==> src/rtl/rst_seq_pkg.sv <==
// Shared types and constants for the reset sequencer: FSM states, reset cause codes
// and a small helper used to size the shared cycle counter.
package rst_seq_pkg;

  typedef enum logic [2:0] {
    ST_POR_HOLD,
    ST_REL_BUS,
    ST_REL_PERIPH,
    ST_REL_CORE,
    ST_RUN,
    ST_CORE_HOLD,
    ST_DRAIN,
    ST_PERIPH_HOLD
  } rst_state_e;

  typedef enum logic [1:0] {
    CAUSE_POR        = 2'd0,
    CAUSE_DBG_CORE   = 2'd1,
    CAUSE_DBG_PERIPH = 2'd2,
    CAUSE_SW         = 2'd3
  } rst_cause_e;

  localparam logic [1:0] CAUSE_CODE_POR        = 2'd0;
  localparam logic [1:0] CAUSE_CODE_DBG_CORE   = 2'd1;
  localparam logic [1:0] CAUSE_CODE_DBG_PERIPH = 2'd2;
  localparam logic [1:0] CAUSE_CODE_SW         = 2'd3;

  function automatic int unsigned max3(input int unsigned a, input int unsigned b,
                                       input int unsigned c);
    int unsigned m;
    m = (a > b) ? a : b;
    return (m > c) ? m : c;
  endfunction

endpackage

==> src/rtl/rst_seq_ctrl.sv <==
// Reset sequencer: holds and releases bus, peripheral and core reset domains in order,
// and services debug/software reset requests with a bus drain before peripheral reset.
module rst_seq_ctrl
  import rst_seq_pkg::*;
#(
  parameter int unsigned RST_MIN_CYCLES = 16,
  parameter int unsigned RELEASE_GAP    = 4,
  parameter int unsigned IDLE_TIMEOUT   = 256
) (
  input  logic       clk_i,
  input  logic       rst_i,
  input  logic       dbg_core_rst_req_i,
  input  logic       dbg_periph_rst_req_i,
  input  logic       sw_core_rst_req_i,
  input  logic       bus_idle_i,
  output logic       core_rst_o,
  output logic       periph_rst_o,
  output logic       bus_rst_o,
  output logic       busy_o,
  output logic [1:0] rst_cause_o,
  output logic       drain_to_o
);

  localparam int unsigned CNT_MAX = max3(RST_MIN_CYCLES, RELEASE_GAP, IDLE_TIMEOUT);
  localparam int unsigned CNT_W   = $clog2(CNT_MAX + 1);

  localparam logic [CNT_W-1:0] CNT_SAT   = CNT_W'(CNT_MAX);
  localparam logic [CNT_W-1:0] MIN_LAST  = CNT_W'(RST_MIN_CYCLES - 1);
  localparam logic [CNT_W-1:0] GAP_LAST  = CNT_W'(RELEASE_GAP - 1);
  localparam logic [CNT_W-1:0] IDLE_LAST = CNT_W'(IDLE_TIMEOUT - 1);

  rst_state_e       state_q, state_d;
  rst_cause_e       cause_q, cause_d;
  logic [CNT_W-1:0] cnt_q, cnt_d;
  logic             drain_to_q, drain_to_d;
  logic             core_rst_q, core_rst_d;
  logic             periph_rst_q, periph_rst_d;
  logic             bus_rst_q, bus_rst_d;
  logic             busy_q, busy_d;

  always_comb begin
    state_d    = state_q;
    cause_d    = cause_q;
    drain_to_d = drain_to_q;
    cnt_d      = (cnt_q == CNT_SAT) ? cnt_q : cnt_q + 1'b1;

    unique case (state_q)
      ST_POR_HOLD:   if (cnt_q >= MIN_LAST) state_d = ST_REL_BUS;
      ST_REL_BUS:    if (cnt_q >= GAP_LAST) state_d = ST_REL_PERIPH;
      ST_REL_PERIPH: if (cnt_q >= GAP_LAST) state_d = ST_REL_CORE;
      ST_REL_CORE:   state_d = ST_RUN;
      ST_RUN: begin
        if (dbg_periph_rst_req_i) begin
          state_d = ST_DRAIN;
          cause_d = CAUSE_DBG_PERIPH;
        end else if (dbg_core_rst_req_i) begin
          state_d = ST_CORE_HOLD;
          cause_d = CAUSE_DBG_CORE;
        end else if (sw_core_rst_req_i) begin
          state_d = ST_CORE_HOLD;
          cause_d = CAUSE_SW;
        end
      end
      ST_CORE_HOLD: begin
        // A peripheral request escalates straight to drain so the core never leaves reset
        if (dbg_periph_rst_req_i) begin
          state_d = ST_DRAIN;
          cause_d = CAUSE_DBG_PERIPH;
        end else if (cnt_q >= MIN_LAST && !dbg_core_rst_req_i) begin
          state_d = ST_RUN;
        end
      end
      ST_DRAIN: begin
        if (bus_idle_i) begin
          state_d = ST_PERIPH_HOLD;
        end else if (cnt_q >= IDLE_LAST) begin
          state_d    = ST_PERIPH_HOLD;
          drain_to_d = 1'b1;
        end
      end
      ST_PERIPH_HOLD: if (cnt_q >= MIN_LAST && !dbg_periph_rst_req_i) state_d = ST_REL_BUS;
      default:        state_d = ST_POR_HOLD;
    endcase

    if (state_d != state_q) cnt_d = '0;

    // Outputs are decoded from the next state so they are registered alongside it
    core_rst_d   = 1'b1;
    periph_rst_d = 1'b1;
    bus_rst_d    = 1'b1;
    unique case (state_d)
      ST_REL_BUS:                bus_rst_d = 1'b0;
      ST_REL_PERIPH, ST_CORE_HOLD, ST_DRAIN: begin
        bus_rst_d    = 1'b0;
        periph_rst_d = 1'b0;
      end
      ST_REL_CORE, ST_RUN: begin
        bus_rst_d    = 1'b0;
        periph_rst_d = 1'b0;
        core_rst_d   = 1'b0;
      end
      default: ;
    endcase
    busy_d = (state_d != ST_RUN);
  end

  always_ff @(posedge clk_i) begin
    if (rst_i) begin
      state_q      <= ST_POR_HOLD;
      cause_q      <= CAUSE_POR;
      cnt_q        <= '0;
      drain_to_q   <= 1'b0;
      core_rst_q   <= 1'b1;
      periph_rst_q <= 1'b1;
      bus_rst_q    <= 1'b1;
      busy_q       <= 1'b1;
    end else begin
      state_q      <= state_d;
      cause_q      <= cause_d;
      cnt_q        <= cnt_d;
      drain_to_q   <= drain_to_d;
      core_rst_q   <= core_rst_d;
      periph_rst_q <= periph_rst_d;
      bus_rst_q    <= bus_rst_d;
      busy_q       <= busy_d;
    end
  end

  assign core_rst_o   = core_rst_q;
  assign periph_rst_o = periph_rst_q;
  assign bus_rst_o    = bus_rst_q;
  assign busy_o       = busy_q;
  assign rst_cause_o  = cause_q;
  assign drain_to_o   = drain_to_q;

endmodule

==> config.mk <==
export PLATFORM = sky130hd
export DESIGN_NAME = rst_seq_ctrl
export DESIGN_NICKNAME = d
export VERILOG_FILES = /design/src/rtl/rst_seq_pkg.sv /design/src/rtl/rst_seq_ctrl.sv
export SDC_FILE = /design/constraint.sdc
export NUM_CORES = 1
export LEC_CHECK = 0
export ABC_AREA = 1
export CAP_MARGIN = 20
export CORE_UTILIZATION = 59
export CTS_CLUSTER_SIZE = 8
export DETAILED_ROUTE_END_ITERATION = 8
export PLACE_DENSITY = 0.9
export SLEW_MARGIN = 20
export SYNTH_ARGS = -nofsm -noshare
export SYNTH_HDL_FRONTEND = slang
export SYNTH_SLANG_ARGS = --single-unit
==> constraint.sdc <==
create_clock -name clk_i -period 3 [get_ports clk_i]
set_input_delay 0.45 -clock clk_i [delete_from_list [all_inputs] [get_ports clk_i]]
set_output_delay 0.45 -clock clk_i [all_outputs]
set_load 0.03 [all_outputs]
==> impl_results.md <==
- Drt first pass iters: 4
- Via count: 1091
- Overall Power: 0.7454 mW
- RR Endpoint: cnt_q[1]
- CP endpoint kind: register
- Synth-to-layout area growth: 13.93%
- Antenna fix cells: 0
- Setup TNS: 0 ns
- Die Y: 47.33 um
- Die ar.: 2240 sq um
- Gpl congestion: 0.8409
- CTS resizes: 0
- CTS tree: built
- Post-synth EDFFs: 0
- Crit share post-route: 73.38%
- Ys Warns: 0
- Syn Std Cell Area: 1212 sq um
- Post-route DRC: 0
- Antenna-violating nets left: 0
- I/O Pins: 13
- Max-slew violations: 0
- Commonest non-fill, non-tap cells in the layout: inv_1, nand2_1, nor2_1, dfxtp_1, nor2_2
- Largest cells by area after synthesis: dfxtp_1, inv_1, nand2_1
- Vias in the first global route: 946
- Routed length per instance: 11.74 um
- Initial Util: 62.44%
- Max transition margin: 65.50%
- Post-synth top area cell: dfxtp_1
- GRT Resource Usage Total: 24.67%
- Startpoint types: register
- Worst r2r path cells: 15
- Congestion Overflow GR: 0
- Hold Crit Endpoint: rst_cause_o[0]
- First-pass GRT wire length: 3898 um
- FF-to-FF Start: cnt_q[1]
- Synth top area share: 31.37%
- Most common cell after layout, fill and taps aside: inv_1
- CTS hold repair buffers: 0
- Share of cells above drive strength 1: 24.44%
- Clock root cell: clkbuf_4
- R2R Setup Slk: 0.80 ns
- DR vias/cell: 5.271
- Seq/Total Area, Yosys: 31.37%
- RSZ-0062 raised after global routing: false
- PortBufs: 12
- Final Hold Viols: 0
- Syn_nets: 174
- Worst hold start: rst_cause_o[0]
- WP data required: 3.20 ns
- Avg Inst Size Synth: 7.348 sq um
- Tmin final: 2.201 ns
- Nets@finish: 190
- PwrDens: 539.7 nW/um^2
- Clock Latency Late Sink: 0.30 ns
- # rows: 16
- Finish-stage setup viols: 0
- Detailed Route WL: 2430 um
- Synth cell types: 29
- Status: finished, final reports clean
- Slew at the pin closest to its max-slew limit: 0.5132 ns
- Setup Buffers After CTS: 0
- Share of flip-flops with an asynchronous set or reset: 0%
- Yosys reg bits: 19
- Post-DP HPWL: 1860 um
- Clock skew: 0.003013 ns
- Max Freq: 454.3 MHz
- Worst min path class: register to register
- Initial antenna violation count: 0
- Die Wd: 47.33 um
- Fin area: 1381 sq um
- Mapped Cells: 165
- Worst-path fanout max: 9
- CTS clock-pin slew for the worst setup and hold paths: 0.11 ns
- CTS Sinks: 19
- Max-cap violations: 0
- Deepest clock path buffer count: 2
- Hold path cells: 2
- VDD IR max: 0.3280 mV
- Type of the worst setup path: register to register
- Largest net degree at the start of global routing: 11
- Dpl cell area: 1355 sq um
- Total CTS buffers: 3
- Core area: 1942 sq um
- Htree depth: 1
- Leak Pwr: 0.5873 nW
- Dominant synthesized flop cell: dfxtp_1
- Detailed Route Iter0 Violations: 38
- Crit path DAT: 2.40 ns
stage by stage:
stage                     setup WS [ns]  hold WS (ns)  utilization, %  std cells
after floorplan                   1.121        0.5191               -        165
after global placement            1.013        0.4564           69.78        203
after detailed placement         0.8659        0.4883           69.78        203
after CTS                        0.7969        0.5072           71.13        207
after global routing             0.5957        0.5382           71.13        207
final                            0.7987        0.5054           71.13        207
per-layer routing:
layer / vias up / global-route usage, % / wire length (um)
met1: 488 / 33.49 / 1037
met4: 0 / 9.143 / 48
met5: - / 0 / 0
li1: 544 / - / -
met2: 50 / 38.90 / 1187
met3: 9 / 4.231 / 156
registers in the layout, indices dropped and copies added (netlist names):
signal and cells:
busy_o 1, drain_to_o 1, bus_rst_o 1, state_q 3
periph_rst_o 1, cnt_q 9, core_rst_o 1, rst_cause_o 2
synth_stat cells, types with 4 or more instances:
| cell type | count |
|---|---|
| nor2_2 | 13 |
| dfxtp_1 | 19 |
| nor2_1 | 19 |
| o21ai_0 | 4 |
| nand3_1 | 11 |
| nand2_1 | 22 |
| inv_2 | 5 |
| xor2_1 | 5 |
| nand2_2 | 9 |
| nor3_1 | 5 |
| inv_1 | 25 |
worst max-delay path by stage:
| stage | cells after the start | to | slack, ns | from |
|---|---|---|---|---|
| 2_1_floorplan | 15 | cnt_q[0] | 1.12 | cnt_q[0] |
| 3_5_place_dp | 15 | cnt_q[1] | 0.87 | cnt_q[1] |
| 5_1_grt | 15 | cnt_q[1] | 0.60 | cnt_q[1] |
| 6_report | 15 | cnt_q[1] | 0.80 | cnt_q[1] |
| 4_1_cts | 15 | cnt_q[1] | 0.80 | cnt_q[0] |
| 3_3_place_gp | 12 | cnt_q[2] | 1.01 | dbg_core_rst_req_i |
kinds of logic (layout without fill, tap and decap cells):
group           after synthesis  after routing  synth area share, %
xor+xnor                      5              5                3.612
buf+inv                      31             46                10.22
simple gates                 93             93                43.24
flops                        19             19                31.37
compound gates               14             14                8.463
fa+ha+maj                     3              3                3.096
power breakdown:
group	switching [mW]	internal, mW	total, mW
Clock	0.0799	0.0518	0.132
Sequential	0.0321	0.277	0.309
Combinational	0.197	0.107	0.305
cell type report:
class / instances / area [sq um]
sequential: 19 / 380.4
tap: 27 / 33.78
clock buffer: 4 / 26.28
multi-input combinational: 115 / 708.2
inverter: 30 / 112.6
fill: 169 / 560.5
timing repair buffer: 12 / 120.1
worst max-delay path, stage by stage, from the launching register on:
cell	delay, ns
dfxtp_1	0.44
ha_1	0.23
inv_2	0.07
nor2_2	0.16
inv_1	0.07
nor3_1	0.18
ha_1	0.19
nor2_1	0.05
nand3_1	0.10
nand2_1	0.07
nand2_1	0.11
nor2_4	0.06
nand3_2	0.08
nand2_2	0.07
nand3_4	0.15
nor2_2	0.05
Power figures use the tool's default switching activity.
